`config.mk`:
```
export PLATFORM = sky130hd
export DESIGN_NAME = spi_target
export DESIGN_NICKNAME = d
export VERILOG_FILES = /design/src/rtl/spi_target_pkg.sv /design/src/rtl/spi_target_sync.sv /design/src/rtl/spi_target.sv
export SDC_FILE = /design/constraint.sdc
export NUM_CORES = 1
export LEC_CHECK = 0
export BUFFER_PORTS_ARGS = -buffer_cell sky130_fd_sc_hd__buf_2
export CAP_MARGIN = 40
export CORE_ASPECT_RATIO = 1.75
export CORE_MARGIN = 2
export CORE_UTILIZATION = 49
export CTS_CLUSTER_DIAMETER = 40
export DETAILED_ROUTE_END_ITERATION = 6
export HOLD_SLACK_MARGIN = 0.15
export PLACE_DENSITY_LB_ADDON = 0.08
export SLEW_MARGIN = 5
export SYNTH_ARGS = -nofsm -noshare
export SYNTH_HDL_FRONTEND = slang
export SYNTH_SLANG_ARGS = --single-unit
```
`constraint.sdc`:
```
create_clock -name CLK -period 1.7 [get_ports CLK]
set_input_delay 0.085 -clock CLK [delete_from_list [all_inputs] [get_ports CLK]]
set_output_delay 0.085 -clock CLK [all_outputs]
set_load 0.02 [all_outputs]
```
`src/rtl/spi_target_pkg.sv`:
```
// rtl/spi_target_pkg.sv - shared types and constants for the SPI target
package spi_target_pkg;

    localparam int BYTE_W = 8;
    localparam int CNT_W  = 3;
    localparam logic [BYTE_W-1:0] IDLE_BYTE_DEF = 8'hFF;

    typedef enum logic {
        ST_IDLE   = 1'b0,
        ST_ACTIVE = 1'b1
    } state_t;

    // Byte presented at a boundary: holding register if loaded, else the filler byte.
    function automatic logic [BYTE_W-1:0] pick_source(
        input logic              full,
        input logic [BYTE_W-1:0] hold,
        input logic [BYTE_W-1:0] idle
    );
        return full ? hold : idle;
    endfunction

endpackage

```
`src/rtl/spi_target_sync.sv`:
```
// rtl/spi_target_sync.sv - multi-flop input synchronizer with rise/fall pulses
module spi_target_sync #(
    parameter int   SYNC_STAGES = 2,
    parameter logic RST_VAL     = 1'b0
) (
    input  logic clk_i,
    input  logic resetn_i,
    input  logic d_i,
    output logic level_o,
    output logic rise_o,
    output logic fall_o
);

    logic [SYNC_STAGES-1:0] sync_q;
    logic                   prev_q;

    always_ff @(posedge clk_i) begin
        if (!resetn_i) begin
            sync_q <= {SYNC_STAGES{RST_VAL}};
            prev_q <= RST_VAL;
        end else begin
            sync_q <= {sync_q[SYNC_STAGES-2:0], d_i};
            prev_q <= sync_q[SYNC_STAGES-1];
        end
    end

    assign level_o = sync_q[SYNC_STAGES-1];
    assign rise_o  = level_o & ~prev_q;
    assign fall_o  = ~level_o & prev_q;

endmodule

```
`src/rtl/spi_target.sv`:
```
// rtl/spi_target.sv - oversampled SPI target, 8-bit MSB-first frames, mode 0
// SPI_TARGET_MODE3_EN adds a MODE3 input selecting CPOL=1/CPHA=1.
module spi_target
    import spi_target_pkg::*;
#(
    parameter int                SYNC_STAGES = 2,
    parameter logic [BYTE_W-1:0] IDLE_BYTE   = IDLE_BYTE_DEF
) (
    input  logic              CLK,
    input  logic              nRESET,
    input  logic              SCK,
    input  logic              MOSI,
    input  logic              nSS,
`ifdef SPI_TARGET_MODE3_EN
    input  logic              MODE3,
`endif
    output logic              MISO,
    output logic              MISO_OE,
    input  logic [BYTE_W-1:0] TX_DATA,
    input  logic              TX_VALID,
    output logic              TX_READY,
    output logic [BYTE_W-1:0] RX_DATA,
    output logic              RX_VALID,
    output logic              TX_UNDERRUN,
    output logic              SEL
);

    logic sck_s, sck_rise, sck_fall;
    logic ss_s, ss_rise, ss_fall;
    logic mosi_s, mosi_rise, mosi_fall;
    logic mode3_w;
    logic unused_sync_levels;

    spi_target_sync #(.SYNC_STAGES(SYNC_STAGES), .RST_VAL(1'b0)) u_sync_sck (
        .clk_i   (CLK),
        .resetn_i(nRESET),
        .d_i     (SCK),
        .level_o (sck_s),
        .rise_o  (sck_rise),
        .fall_o  (sck_fall)
    );

    spi_target_sync #(.SYNC_STAGES(SYNC_STAGES), .RST_VAL(1'b1)) u_sync_ss (
        .clk_i   (CLK),
        .resetn_i(nRESET),
        .d_i     (nSS),
        .level_o (ss_s),
        .rise_o  (ss_rise),
        .fall_o  (ss_fall)
    );

    spi_target_sync #(.SYNC_STAGES(SYNC_STAGES), .RST_VAL(1'b0)) u_sync_mosi (
        .clk_i   (CLK),
        .resetn_i(nRESET),
        .d_i     (MOSI),
        .level_o (mosi_s),
        .rise_o  (mosi_rise),
        .fall_o  (mosi_fall)
    );

    assign unused_sync_levels = &{1'b0, sck_s, ss_s, mosi_rise, mosi_fall};

`ifdef SPI_TARGET_MODE3_EN
    assign mode3_w = MODE3;
`else
    assign mode3_w = 1'b0;
`endif

    state_t             state_q, state_d;
    logic [CNT_W-1:0]   bit_cnt_q, bit_cnt_d;
    logic [BYTE_W-2:0]  rx_shift_q, rx_shift_d;
    logic [BYTE_W-1:0]  rx_data_q, rx_data_d;
    logic               rx_valid_q, rx_valid_d;
    logic               tx_underrun_q, tx_underrun_d;
    logic               miso_q, miso_d;
    logic [BYTE_W-1:0]  hold_q, hold_d;
    logic               hold_full_q, hold_full_d;
    logic [BYTE_W-1:0]  peek_q, peek_d;
    logic               peek_hold_q, peek_hold_d;
    logic [BYTE_W-1:0]  tx_shift_q, tx_shift_d;
    logic               skip_fall_q, skip_fall_d;
    logic [BYTE_W-1:0]  src_byte;

    assign src_byte = pick_source(hold_full_q, hold_q, IDLE_BYTE);

    always_comb begin
        state_d       = state_q;
        bit_cnt_d     = bit_cnt_q;
        rx_shift_d    = rx_shift_q;
        rx_data_d     = rx_data_q;
        rx_valid_d    = 1'b0;
        tx_underrun_d = 1'b0;
        miso_d        = miso_q;
        hold_d        = hold_q;
        hold_full_d   = hold_full_q;
        peek_d        = peek_q;
        peek_hold_d   = peek_hold_q;
        tx_shift_d    = tx_shift_q;
        skip_fall_d   = skip_fall_q;

        if (TX_VALID && !hold_full_q) begin
            hold_d      = TX_DATA;
            hold_full_d = 1'b1;
        end

        case (state_q)
            ST_IDLE: begin
                miso_d    = 1'b1;
                bit_cnt_d = '0;
                if (ss_fall) begin
                    state_d     = ST_ACTIVE;
                    peek_d      = src_byte;
                    peek_hold_d = hold_full_q;
                    miso_d      = src_byte[BYTE_W-1];
                    skip_fall_d = mode3_w;
                    rx_shift_d  = '0;
                end
            end
            ST_ACTIVE: begin
                // Deselect wins over any SCK edge seen in the same cycle.
                if (ss_rise) begin
                    state_d     = ST_IDLE;
                    bit_cnt_d   = '0;
                    miso_d      = 1'b1;
                    rx_shift_d  = '0;
                    skip_fall_d = 1'b0;
                end else if (sck_rise) begin
                    rx_shift_d  = {rx_shift_q[BYTE_W-3:0], mosi_s};
                    bit_cnt_d   = bit_cnt_q + CNT_W'(1);
                    skip_fall_d = 1'b0;
                    if (bit_cnt_q == '0) begin
                        tx_shift_d = peek_q;
                        if (peek_hold_q) begin
                            hold_full_d = 1'b0;
                        end else begin
                            tx_underrun_d = 1'b1;
                        end
                    end
                    if (bit_cnt_q == CNT_W'(BYTE_W-1)) begin
                        rx_data_d  = {rx_shift_q, mosi_s};
                        rx_valid_d = 1'b1;
                    end
                end else if (sck_fall) begin
                    if (skip_fall_q) begin
                        skip_fall_d = 1'b0;
                    end else if (bit_cnt_q == '0) begin
                        peek_d      = src_byte;
                        peek_hold_d = hold_full_q;
                        miso_d      = src_byte[BYTE_W-1];
                    end else begin
                        miso_d = tx_shift_q[CNT_W'(BYTE_W-1) - bit_cnt_q];
                    end
                end
            end
            default: state_d = ST_IDLE;
        endcase
    end

    always_ff @(posedge CLK) begin
        if (!nRESET) begin
            state_q       <= ST_IDLE;
            bit_cnt_q     <= '0;
            rx_shift_q    <= '0;
            rx_data_q     <= '0;
            rx_valid_q    <= 1'b0;
            tx_underrun_q <= 1'b0;
            miso_q        <= 1'b1;
            hold_q        <= '0;
            hold_full_q   <= 1'b0;
            peek_q        <= '0;
            peek_hold_q   <= 1'b0;
            tx_shift_q    <= '0;
            skip_fall_q   <= 1'b0;
        end else begin
            state_q       <= state_d;
            bit_cnt_q     <= bit_cnt_d;
            rx_shift_q    <= rx_shift_d;
            rx_data_q     <= rx_data_d;
            rx_valid_q    <= rx_valid_d;
            tx_underrun_q <= tx_underrun_d;
            miso_q        <= miso_d;
            hold_q        <= hold_d;
            hold_full_q   <= hold_full_d;
            peek_q        <= peek_d;
            peek_hold_q   <= peek_hold_d;
            tx_shift_q    <= tx_shift_d;
            skip_fall_q   <= skip_fall_d;
        end
    end

    assign MISO        = miso_q;
    assign MISO_OE     = (state_q == ST_ACTIVE);
    assign SEL         = (state_q == ST_ACTIVE);
    assign TX_READY    = ~hold_full_q;
    assign RX_DATA     = rx_data_q;
    assign RX_VALID    = rx_valid_q;
    assign TX_UNDERRUN = tx_underrun_q;

endmodule

```
==> impl_metrics.ini <==
[global_route]
grtUsageTotal_pct = 17.86
antenna_found_initial = 0
grt_max_degree = 53
overflow = 0
grt_pass1_vias = 1613
grt_pass1_wl_mm = 7.452

[synth]
synth.cell_area_sq_um = 2336
synth-xor-area-share_pct = 0.3749
synth-compound-area-share_pct = 8.677
syn_area_per_cell_sq_um = 11.12
synth.top_cells.by_count = 56 x dfxtp_1, 36 x nor2b_1, 29 x mux2i_1
yosys_warnings = 0
yosys-mux-area-fraction_pct = 13.55
synth_fa_ha_area_share_pct = 1.607
synth_area_leaders = dfxtp_1 48%, mux2i_1 12%, nor2b_1 9.6%
yosysTopAreaCellShare_pct = 47.99
async_flop_share_pct = 0
synth_cell_types = 44
synth_top_family_by_area = simple AND/OR/NAND/NOR gates
synth_top_area_cell = dfxtp_1
yosysMostFrequentCell = dfxtp_1
ys_ff_latch = 56
synth-main-ff-cell = dfxtp_1
synth-edff-count = 0
syn_nets = 227
ys_seq_area_share_pct = 47.99
syn_inst = 210
synth_simple_gate_area_share_pct = 21.59

[sta]
hold_viol = 0
drv_slew = 0
max_freq_mhz = 624.5
finalSetupViolations = 0
tightestPinTransition_ns = 0.4570
fin_crit_ns = 1.601
finalCritPeriodShare_pct = 94.20
fin_hold_ws_ns = 0.2293
worst_slack_ns = 0.09866
slew_headroom_pct = 69.47
clock_skew_ns = 0.01109

[power_and_ir_drop]
p_leak_nw = 1.219
internal-power_w = 0.001734
p_sw_share_pct = 22.84
power.switching_w = 0.0005134
combPwrFrac_pct = 7.7
clockPowerShare_pct = 31.5
power_density_nw_per_um2 = 832.8
pwr-share-seq_pct = 60.8
ir_worst_vdd_v = 0.0006693

[routing]
drc = 0
vias = 1576
ant_nets = 0
first_iter_violations = 25
wl_per_cell_um = 14.31
firstDrtPassIters = 4
vias_per_cell = 5.201
routed_wl_mm = 4.337

[floorplanning]
rows = 33
core-area_sq_um = 4624
die_y_um = 95.34
dieWidth_um = 56.20
initial_core_util_pct = 50.51
fp.dieArea_sq_um = 5358
io_pins = 28

[cells_and_area]
syn_to_final_growth_pct = 15.53
final_area_sq_um = 2699
antenna_cells = 0
final_layout_size_suffix_gt1_share_pct = 22.71
fin_nets = 267
stdcell_count = 303

[clocking]
cts_buffer_depth = 2
clock-sinks = 56
insertion_delay_ns = 0.31
cts_tree = built
cts_max_level = 2
clk_pin_slew_ns = 0.09
cts_buffers = 5
root_buffer = clkbuf_8

[placement]
dp_slack_ns = 0.0003521
post-place-cells = 283
dp.final_hpwl_mm = 3.115
place_congestion = 0.7686
post_dp_cell_area_sq_um = 2485
portBuffers = 27

[critical_path]
slowest_delay_ns = 0.35
path_buf_inv = 3
crit_slowest_cell = dfxtp_1
required_ns = 1.89
cp.arrival_ns = 1.80
worstSetupPathType = reg -> reg
critPathTopFamily = buffers and inverters
end_kind = register
startpoint_type = register
path_cells = inv_1 -> ha_1 -> nor2b_2 -> buf_4 -> nand4_1 -> buf_6 -> mux2i_1 -> nor2b_1
crit_fanout = 9

[job]
drv_cap = 0

[outcome]
status = finished, final reports clean

[min_path]
hold_class = in -> reg
==> power groups by stage <==
stage | clock network [W] | logic, W | registers, W
floorplan | 0 | 0.000124 | 0.00139
global placement | 0 | 0.000149 | 0.00140
detailed placement | 0 | 0.000154 | 0.00140
CTS | 0.000738 | 0.000176 | 0.00137
global route | 0.000778 | 0.000192 | 0.00137
finish | 0.000707 | 0.000174 | 0.00137
==> worst min-delay path: cells and delay by family <==
kind	cells	cell delay (ns)
and+or+nand+nor	2	0.30
buffers and inverters	1	0.11
==> what timing repair did <==
item                       in CTS  in global routing
setup endpoints to repair       2                  5
gates resized for setup         1                  1
hold endpoints to repair       12                  0
pin swaps                       0                  0
hold buffers                   12                  0
buffers inserted                0                  0
==> metal layers <==
layer | global-route usage [%] | share of wire, % | wire, um
met5 | 0 | 0 | 0
met3 | 3.256 | 2.6 | 114
met1 | 19.01 | 40 | 1717
met4 | 7.341 | 1.6 | 71
met2 | 34.02 | 56 | 2433
==> state kept, by name, summed over array words and instances (netlist names), 2 cells and up <==
| register | cells |
|---|---|
| hold_q | 8 |
| bit_cnt_q | 3 |
| u_sync_mosi.sync_q | 2 |
| RX_DATA | 8 |
| tx_shift_q | 8 |
| peek_q | 8 |
| u_sync_ss.sync_q | 2 |
| u_sync_sck.sync_q | 2 |
| rx_shift_q | 7 |
==> placed cells by master (no fill, tap or decap), drive strengths merged, types with 3 or more instances in the layout <==
cell,Yosys,layout
ha,3,3
nor2,5,5
inv,3,3
a32oi,7,7
nor4,3,3
o211a,7,7
mux2i,29,29
nand2b,5,5
dfxtp,56,56
and2,5,5
nor2b,38,38
buf,9,38
dlygate4sd3,0,12
and3,3,3
nand3b,7,7
clkbuf,8,6
==> path summary, 6_finish.rpt <==
path | start | depth (start not counted) | slack (ns) | endpoint
setup / recovery | bit_cnt_q[1] | 8 | 0.1 | tx_shift_q[5]
hold / removal | nRESET | 3 | 0.23 | RX_VALID
setup reg to reg | bit_cnt_q[1] | 8 | 0.1 | tx_shift_q[5]
hold reg to reg | u_sync_ss.sync_q[0] | 1 | 0.42 | u_sync_ss.sync_q[1]
==> stage by stage <==
stage | util [%] | total power, W | TNS (ns)
floorplan | - | 0.001516 | 0
global placement | 53.73 | 0.001546 | 0
detailed placement | 53.73 | 0.001552 | 0
CTS | 58.28 | 0.002282 | 0
global route | 58.36 | 0.002342 | -0.02900
finish | 58.36 | 0.002248 | 0
==> cell families (layout without fill, tap and decap cells) <==
| family | count (synthesis) | after routing |
|---|---|---|
| flops | 56 | 56 |
| buf+inv | 20 | 61 |
| xor+xnor | 1 | 1 |
| simple gates | 75 | 75 |
| fa+ha+maj | 3 | 3 |
| mux | 31 | 31 |
| compound gates | 24 | 24 |
==> final cells by class <==
| type | instances | area, sq um |
|---|---|---|
| flip-flops and latches | 56 | 1121 |
| clock buffers | 6 | 72.57 |
| repair buffers | 50 | 341.6 |
| clock inverters | 2 | 16.27 |
| well taps | 52 | 65.06 |
| inverters | 3 | 11.26 |
| fillers | 441 | 1926 |
| multi-input cells | 134 | 1071 |
No activity file was read; power rests on OpenSTA's default activity.
